**config.mk**
```make
export PLATFORM = sky130hd
export DESIGN_NAME = pattern_sequencer
export DESIGN_NICKNAME = d
export VERILOG_FILES = /design/src/rtl/seq_pkg.sv /design/src/rtl/tick_gen.sv /design/src/rtl/pattern_sequencer.sv
export SDC_FILE = /design/constraint.sdc
export NUM_CORES = 1
export LEC_CHECK = 0
export BUFFER_PORTS_ARGS = -buffer_cell sky130_fd_sc_hd__clkbuf_2
export CAP_MARGIN = 20
export CORE_AREA = 2 2 120 75
export DETAILED_ROUTE_END_ITERATION = 8
export DIE_AREA = 0 0 122 77
export GPL_ROUTABILITY_DRIVEN = 0
export GPL_TIMING_DRIVEN = 0
export PLACE_DENSITY = 0.67
export SLEW_MARGIN = 30
export SYNTH_ARGS = -nofsm -noshare
export SYNTH_HDL_FRONTEND = slang
export SYNTH_SLANG_ARGS = --single-unit
```
**constraint.sdc**
```tcl
create_clock -name clock -period 3.56 [get_ports clock]
set_clock_uncertainty 0.2 [all_clocks]
set_input_delay 0.712 -clock clock [delete_from_list [all_inputs] [get_ports clock]]
set_output_delay 0.712 -clock clock [all_outputs]
set_load 0.1 [all_outputs]
```
**src/rtl/seq_pkg.sv**
```systemverilog
// Shared constants for the pattern sequencer: FSM state encoding and playback modes.
// Latency: n/a (declarations only).
// Backpressure: n/a.
package seq_pkg;

    // FSM state encoding
    localparam logic [1:0] IDLE = 2'd0;
    localparam logic [1:0] RUN  = 2'd1;
    localparam logic [1:0] DONE = 2'd2;

    typedef enum logic [1:0] {
        S_IDLE = IDLE,
        S_RUN  = RUN,
        S_DONE = DONE
    } state_e;

    // Playback modes as driven on the mode input
    localparam logic [1:0] MODE_MAN  = 2'd0;
    localparam logic [1:0] MODE_ONE  = 2'd1;
    localparam logic [1:0] MODE_LOOP = 2'd2;
    localparam logic [1:0] MODE_PING = 2'd3;

endpackage

```
**src/rtl/tick_gen.sv**
```systemverilog
// Step-rate divider: fires tick on the cycle its counter reaches TICK_DIV-1, then wraps.
// Latency: tick is combinational from the registered counter; clear takes effect next cycle.
// Backpressure: none; enable gates counting, clear has priority over enable.
// Ports: clock, reset_n (async active-low), enable, clear -> tick.
module tick_gen #(
    parameter int TICK_DIV = 20000000
) (
    input  logic clock,
    input  logic reset_n,
    input  logic enable,
    input  logic clear,
    output logic tick
);

    localparam int             CW   = $clog2(TICK_DIV + 1);
    localparam logic [CW-1:0]  LAST = CW'(TICK_DIV - 1);

    logic [CW-1:0] cnt_q;

    // With TICK_DIV=1 the counter is pinned at 0, so every enabled cycle ticks.
    assign tick = enable && (cnt_q == LAST);

    always_ff @(posedge clock or negedge reset_n) begin
        if (!reset_n) begin
            cnt_q <= '0;
        end else if (clear) begin
            cnt_q <= '0;
        end else if (enable) begin
            cnt_q <= tick ? '0 : cnt_q + 1'b1;
        end
    end

endmodule

```
**src/rtl/pattern_sequencer.sv**
```systemverilog
// Plays a loadable pattern table onto a stimulus bus (one-shot/loop/ping-pong) or passes manual_in through.
// Latency: seq_out is registered, one cycle behind state/step; table writes reach seq_out 2 cycles after wr_en.
// Backpressure: none; start/stop are levels sampled every cycle, stop beats start.
// Ports: clock, reset_n, mode, start, stop, manual_in, wr_en/wr_addr/wr_data -> seq_out, step, busy, done.
module pattern_sequencer
    import seq_pkg::*;
#(
    parameter int   WIDTH    = 5,
    parameter int   DEPTH    = 8,
    parameter int   TICK_DIV = 20000000,
    // One bit wider than a bare table index when DEPTH is a power of two, so
    // out-of-range write addresses can actually be presented and rejected.
    localparam int  ADDR_W   = ($clog2(DEPTH + 1) < 1) ? 1 : $clog2(DEPTH + 1)
) (
    input  logic              clock,
    input  logic              reset_n,
    input  logic [1:0]        mode,
    input  logic              start,
    input  logic              stop,
    input  logic [WIDTH-1:0]  manual_in,
    input  logic              wr_en,
    input  logic [ADDR_W-1:0] wr_addr,
    input  logic [WIDTH-1:0]  wr_data,
    output logic [WIDTH-1:0]  seq_out,
    output logic [ADDR_W-1:0] step,
    output logic              busy,
    output logic              done
);

    localparam logic [ADDR_W-1:0] LAST = ADDR_W'(DEPTH - 1);

    state_e            state_q;
    logic [ADDR_W-1:0] step_q;
    logic              dir_up_q;
    logic              busy_q;
    logic              done_q;
    logic [WIDTH-1:0]  seq_out_q;
    logic [WIDTH-1:0]  table_q [DEPTH];

    logic              run_en;
    logic              tick;
    logic [WIDTH-1:0]  rd_dat;
    logic [ADDR_W-1:0] ping_step_d;
    logic              ping_up_d;

    assign run_en = (state_q == S_RUN);

    // Counter is held at zero outside RUN, so every entry into RUN starts a full step interval.
    tick_gen #(
        .TICK_DIV (TICK_DIV)
    ) u_tick_gen (
        .clock   (clock),
        .reset_n (reset_n),
        .enable  (run_en),
        .clear   (!run_en),
        .tick    (tick)
    );

    // Pattern table: flop array, cleared by reset. Addresses without a
    // matching entry simply match nothing, which discards the write.
    always_ff @(posedge clock or negedge reset_n) begin
        if (!reset_n) begin
            for (int i = 0; i < DEPTH; i++) begin
                table_q[i] <= '0;
            end
        end else if (wr_en) begin
            for (int i = 0; i < DEPTH; i++) begin
                if (wr_addr == ADDR_W'(i)) begin
                    table_q[i] <= wr_data;
                end
            end
        end
    end

    always_comb begin
        rd_dat = '0;
        for (int i = 0; i < DEPTH; i++) begin
            if (step_q == ADDR_W'(i)) begin
                rd_dat = table_q[i];
            end
        end
    end

    // Ping-pong successor: bounce at each end without re-emitting the endpoint.
    always_comb begin
        ping_step_d = step_q;
        ping_up_d   = dir_up_q;
        if (DEPTH > 1) begin
            if (dir_up_q) begin
                if (step_q >= LAST) begin
                    ping_step_d = step_q - 1'b1;
                    ping_up_d   = 1'b0;
                end else begin
                    ping_step_d = step_q + 1'b1;
                end
            end else begin
                if (step_q == '0) begin
                    ping_step_d = step_q + 1'b1;
                    ping_up_d   = 1'b1;
                end else begin
                    ping_step_d = step_q - 1'b1;
                end
            end
        end
    end

    always_ff @(posedge clock or negedge reset_n) begin
        if (!reset_n) begin
            state_q   <= S_IDLE;
            step_q    <= '0;
            dir_up_q  <= 1'b1;
            busy_q    <= 1'b0;
            done_q    <= 1'b0;
            seq_out_q <= '0;
        end else begin
            done_q <= 1'b0;

            // Output follows the state/step of the current cycle, one cycle late.
            if (mode == MODE_MAN) begin
                seq_out_q <= manual_in;
            end else if (state_q == S_IDLE) begin
                seq_out_q <= '0;
            end else begin
                seq_out_q <= rd_dat;
            end

            case (state_q)
                S_IDLE, S_DONE: begin
                    if (start && !stop && (mode != MODE_MAN)) begin
                        state_q  <= S_RUN;
                        step_q   <= '0;
                        dir_up_q <= 1'b1;
                        busy_q   <= 1'b1;
                    end
                end
                S_RUN: begin
                    if (stop || (mode == MODE_MAN)) begin
                        state_q <= S_IDLE;
                        step_q  <= '0;
                        busy_q  <= 1'b0;
                    end else if (tick) begin
                        case (mode)
                            MODE_ONE: begin
                                if (step_q >= LAST) begin
                                    state_q <= S_DONE;
                                    busy_q  <= 1'b0;
                                    done_q  <= 1'b1;
                                end else begin
                                    step_q <= step_q + 1'b1;
                                end
                            end
                            MODE_LOOP: begin
                                step_q <= (step_q >= LAST) ? '0 : step_q + 1'b1;
                            end
                            default: begin
                                step_q   <= ping_step_d;
                                dir_up_q <= ping_up_d;
                            end
                        endcase
                    end
                end
                default: begin
                    state_q <= S_IDLE;
                    step_q  <= '0;
                    busy_q  <= 1'b0;
                end
            endcase
        end
    end

    assign seq_out = seq_out_q;
    assign step    = step_q;
    assign busy    = busy_q;
    assign done    = done_q;

endmodule

```
# == Yosys cells after proc, flatten, opt, wreduce, memory -nomap -nowiden ==
# Index checks and enable logic that the tools add are counted.
# totals
word_cells,116
out_inout_bits,11
register_bits,79
inputBits,21
# classes
n_lt_le_gt_ge,1
muxes,46
eq_ne,27
n_reduce_logical,24
addsub,3
# op_table
cell,count
2-to-1 mux 25 bit,2
2-to-1 mux 5 bit,10
"equality test 4 x 3 -> 1 bit, second input constant",8
2-to-1 mux 4 bit,8
"adder 25 x 1 -> 25 bit, second input constant",1
"equality test 25 bit, second input constant",1
"equality test 4 x 2 -> 1 bit, second input constant",4
2-to-1 mux 1 bit,16
one-hot mux 4 bit (2 select lines),2
AND reduction 2 bit,8
2-to-1 mux 2 bit,5
"inequality test 3 bit, second input constant",3
"equality test 4 x 1 -> 1 bit, second input constant",2
logical NOT 4 bit,2
"inequality test 2 bit, second input constant",4
AND reduction 5 bit,1
"adder 4 x 1 -> 4 bit, second input constant",1
"equality test 2 x 1 -> 1 bit, second input constant",2
"equality test 2 bit, second input constant",2
"greater-or-equal comparator 4 x 3 -> 1 bit, second input constant",1
logical NOT 2 bit,2
"inequality test 4 bit, second input constant",1
one-hot mux 1 bit (2 select lines),2
one-hot mux 2 bit (2 select lines),1
8 further kinds,12

# == Depth between registers and ports, before layout ==
# logic_depth
depth_word,11
ltp_mapped,8
ltp_nobuf,7

# == Hierarchy ==
# A second synthesis with hierarchy kept.
# unflattened
cells_unflattened,443
area_unflattened_um2,4320.4
# by_module_without_submodules
mod,area_each_um2,n_inst,seq_area_each_um2,cells_each
pattern_sequencer,2825.2,1,1352.5,277
tick_gen,1495.2,1,625.6,166

# == Least setup slack after synthesis ==
# No wires, ideal clock.
# synth_path
path_type,register to register
from,register step_q[0] (netlist: step[0])
to,register step_q[2] (netlist: step[2])
arrival_ps,2579
setup_time_ps,121
slack_ps,660
n_path_buf,0
path_stages_with_launch,8
required_time_ps,3239
cell_sequence,dfrtp_1 > inv_1 > ha_1 > or2_2 > a211oi_1 > a22oi_1 > xnor2_1 > a22o_1
# synth_between
elab_chain_cells,7
# synth_lines
element,line,rtl
from (decl),pattern_sequencer.sv:33,logic [ADDR_W-1:0] step_q;
from (signal assigned),pattern_sequencer.sv:149,step_q <= step_q + 1'b1;
from (signal assigned),pattern_sequencer.sv:153,step_q <= (step_q >= LAST) ? '0 : step_q + 1'b1;
from (signal assigned),pattern_sequencer.sv:156,step_q <= ping_step_d;
subtractor 4 x 1 -> 4 bit (tied with other cells),"pattern_sequencer.sv:91, pattern_sequencer.sv:101",
"2-to-1 mux 4 bit, on equally long branches","pattern_sequencer.sv:97, pattern_sequencer.sv:90",
2-to-1 mux 4 bit,pattern_sequencer.sv:89,if (dir_up_q) begin
one-hot mux 4 bit (2 select lines),pattern_sequencer.sv:142,case (mode)
2-to-1 mux 4 bit,pattern_sequencer.sv:141,end else if (tick) begin
2-to-1 mux 4 bit,pattern_sequencer.sv:137,if (stop || (mode == MODE_MAN)) begin
one-hot mux 4 bit (2 select lines),pattern_sequencer.sv:127,case (state_q)
# Several ways; a longest one is shown, not always the timed one. The select of a mux whose other input is x is not followed.
# A chain may end at the register's enable or synchronous reset.

# == Worst setup path in the final report ==
# layout_path
from,register step_q[0] (netlist: step[0])
to,register seq_out_q[1] (netlist: seq_out[1])
# layout_between
elab_chain_cells,11
# layout_lines
element,line,rtl
logical NOT 4 bit,pattern_sequencer.sv:78,if (step_q == ADDR_W'(i)) begin
2-to-1 mux 5 bit (7 in series),pattern_sequencer.sv:78,
2-to-1 mux 5 bit (*),pattern_sequencer.sv:78,
2-to-1 mux 5 bit (*),pattern_sequencer.sv:121,end else if (state_q == S_IDLE) begin
2-to-1 mux 5 bit (*),pattern_sequencer.sv:119,if (mode == MODE_MAN) begin
to (signal assigned),pattern_sequencer.sv:120,seq_out_q <= manual_in;
to (signal assigned),pattern_sequencer.sv:124,seq_out_q <= rd_dat;
to (decl),pattern_sequencer.sv:37,logic [WIDTH-1:0] seq_out_q;
# Mark *: on every way between the ends. The rest lies on a longest branch, timed or not.

==> impl_metrics.py <==
metrics = {
    "final_layout": {
        "seqCellArea_sq_um": 1980,
        "final_nets": 449,
        "multi_input_area_sq_um": 1960,
        "drive_above_1_share": 0.243,
        "layout_common_cells": "dfrtp_1 (78), mux2_2 (40), nor2_1 (39), nand2_1 (30), clkbuf_2 (30)",
        "final_cell_area_sq_um": 4630,
        "diodes": 0,
        "num-fill-cells": 712,
        "areaGrowthSynthToFinish_pct": 14.2,
        "mostFrequentLayoutCell": "dfrtp_1",
    },
    "sta": {
        "rsz0062_at_grt": "false",
        "setup_viol": 0,
        "drv_slew": 0,
        "min_period_over_period": 0.703,
        "hold_viol": 0,
        "relSlewSlack": 0.389,
        "tns_ns": 0,
        "timing.fmax_mhz": 400,
        "period_needed_ns": 2.50,
        "tightest_slew_ns": 0.914,
    },
    "yosys": {
        "yosys.area_share.adder": 0.0278,
        "yosysSeqAreaShare": 0.488,
        "yosysUniqueCellTypes": 51,
        "synth_nets": 407,
        "synth_compound_gate_area_share": 0.111,
        "syn-mean-instance-area_sq_um": 10.8,
        "postSynthCellCount": 377,
        "yosys_most_used_dff": "dfrtp_1",
        "synthMuxAreaShare": 0.111,
        "synth-seq-cells": 79,
        "synth_edf_count": 0,
        "synth_xor_area_frac": 0.0518,
        "ys_async_sr_fraction": 1.00,
        "yosys_warnings": 0,
        "netlist_area_sq_um": 4060,
        "yosys.area_share.simple": 0.180,
        "synth_top_family_by_area": "simple AND/OR/NAND/NOR gates",
    },
    "grt": {
        "grt_pass1_wl_um": 15000,
        "track_usage": 0.207,
        "grt.overflow.total": 0,
        "grt_pass1_vias": 2919,
        "grt_max_degree": 80,
        "antenna_found_initial": 0,
    },
    "hold_path": {
        "hp-class": "input pin to async pin",
    },
    "routing": {
        "route.detailed.drc": 0,
        "top_layer": "met4",
        "wl_met1_um": 4830,
        "wl_per_cell_um": 16.8,
        "ant_nets": 0,
        "drtIter0Drc": 324,
        "met2_length_um": 3460,
        "wl_um": 8990,
        "met3_length_um": 609,
        "vias": 3071,
        "dr.pass1.iters": 4,
        "viasPerCell": 5.74,
    },
    "outcome": {
        "status": "completed",
    },
    "cts": {
        "clock_latency_ns": 0.33,
        "clockBufferDepth": 2,
        "cts.sinks": 79,
        "cts_tree": "built",
        "post_cts_buffers": 0,
        "cts_resized": 0,
        "clockRootBuffer": "clkbuf_16",
        "clk_pin_slew_ns": 0.06,
        "cts_hold_buf": 0,
        "htree_levels": 3,
        "numCtsBuffers": 9,
    },
    "flow_run": {
        "cap_violations": 0,
    },
    "pwr": {
        "ir_worst_vdd_mv": 0.274,
        "power_density_nw_per_um2": 478,
        "p_leak_nw": 1.97,
    },
    "floorplan": {
        "die_h_um": 77,
        "start_util": 0.489,
        "design.die.area_sq_um": 9390,
        "row_count": 26,
        "die_x_um": 122,
        "io_pins": 32,
        "core_sq_um": 8300,
    },
    "setup_path": {
        "endpoint_kind": "register",
        "worstPathArrival_ns": 2.57,
        "critical_path_class": "register to register",
        "cp-start-kind": "register",
        "cp_max_fo": 10,
        "critPathRequiredTime_ns": 3.63,
    },
    "placed_design": {
        "place_area_sq_um": 4370,
        "numPortBuffers": 31,
        "place_hpwl_um": 6450,
    },
}
## synthesized netlist by cell type (4+ instances only)
cell,count,area (sq um)
nand3_1,13,65.1
nand2_1,30,113
nor3_1,7,35.0
nor3b_1,4,30.0
nor4_1,4,25.0
inv_1,13,48.8
mux2_2,40,450
dfrtp_1,78,1950
xnor2_1,15,131
buf_6,4,45.0
clkbuf_1,8,30.0
nor2_1,39,146
or3_1,4,25.0
o21ai_0,9,45.0
nand4_1,8,50.1
o22ai_1,8,50.1
xor2_1,9,78.8
nor2b_1,5,31.3
a22oi_1,12,90.1
ha_1,9,113
a21oi_1,13,65.1
## path summary, 6_finish.rpt
check	cells past startpoint	to	slack [ns]	from
hold reg to reg	2	seq_out[3]	0.29	table_q[3]
setup reg to reg	8	seq_out[1]	1.06	step[0]
hold / removal	1	table_q[35]	0.21	reset_n
setup / recovery	8	seq_out[1]	1.06	step[0]
min in group clock	2	seq_out[3]	0.29	table_q[3]
max in group asynchronous	1	done	2.51	reset_n
## area by class of cell
type | instances | area share
flip-flops and latches | 79 | 0.427
multi-input cells | 273 | 0.423
clock buffers | 9 | 0.0486
repair buffers | 31 | 0.0354
well taps | 112 | 0.0303
plain buffers | 12 | 0.0162
inverters | 13 | 0.0105
clock inverters | 6 | 0.00838
## worst max-delay path, cell delays in order (launching register included)
cell	delay, ns
dfrtp_1	0.47
inv_1	0.14
ha_1	0.15
clkbuf_1	0.34
nor2b_1	0.39
a22oi_1	0.12
o22ai_1	0.36
o211ai_1	0.17
nand2_1	0.09
## kinds of logic (layout without fill, tap and decap cells)
logic type | Yosys count | after routing
AOI/OAI and AO/OA | 64 | 64
xor gates and xnor gates | 24 | 24
adders and majority gates | 9 | 9
buffers and inverters | 25 | 71
DFF | 79 | 79
muxes | 40 | 40
and+or+nand+nor | 136 | 136
## report_power, final
| part | switching, mW | internal (mW) | total, mW | leakage [nW] |
|---|---|---|---|---|
| Clock | 0.356 | 0.465 | 0.821 | 0.127 |
| Combinational | 0.181 | 0.132 | 0.313 | 0.822 |
| Sequential | 0.0658 | 1.01 | 1.08 | 1.02 |
## registers in the layout (all words and copies together), names as in the netlist
name	flops
busy	1
dir_up_q	1
done	1
seq_out	5
state_q	2
step	4
table_q	40
u_tick_gen.cnt_q	25
## through the flow
stage	instances	util	total power [mW]	setup WS (ns)	hold slack, ns
final	535	0.558	2.21	1.06	0.207
after global routing	535	0.558	2.31	0.867	0.244
after CTS	535	0.558	2.23	1.09	0.236
after detailed placement	520	0.526	1.41	0.926	0.285
after global placement	520	0.525	1.39	0.798	0.284
after floorplan	377	-	1.30	0.660	0.216
## layer usage
metal,GRT usage,vias to the layer above
li1,-,1445
met1,0.343,1523
met2,0.261,96
met3,0.0506,7
met4,0.0517,0
met5,0,-
Note: power is estimated with default switching activity, not from simulation.
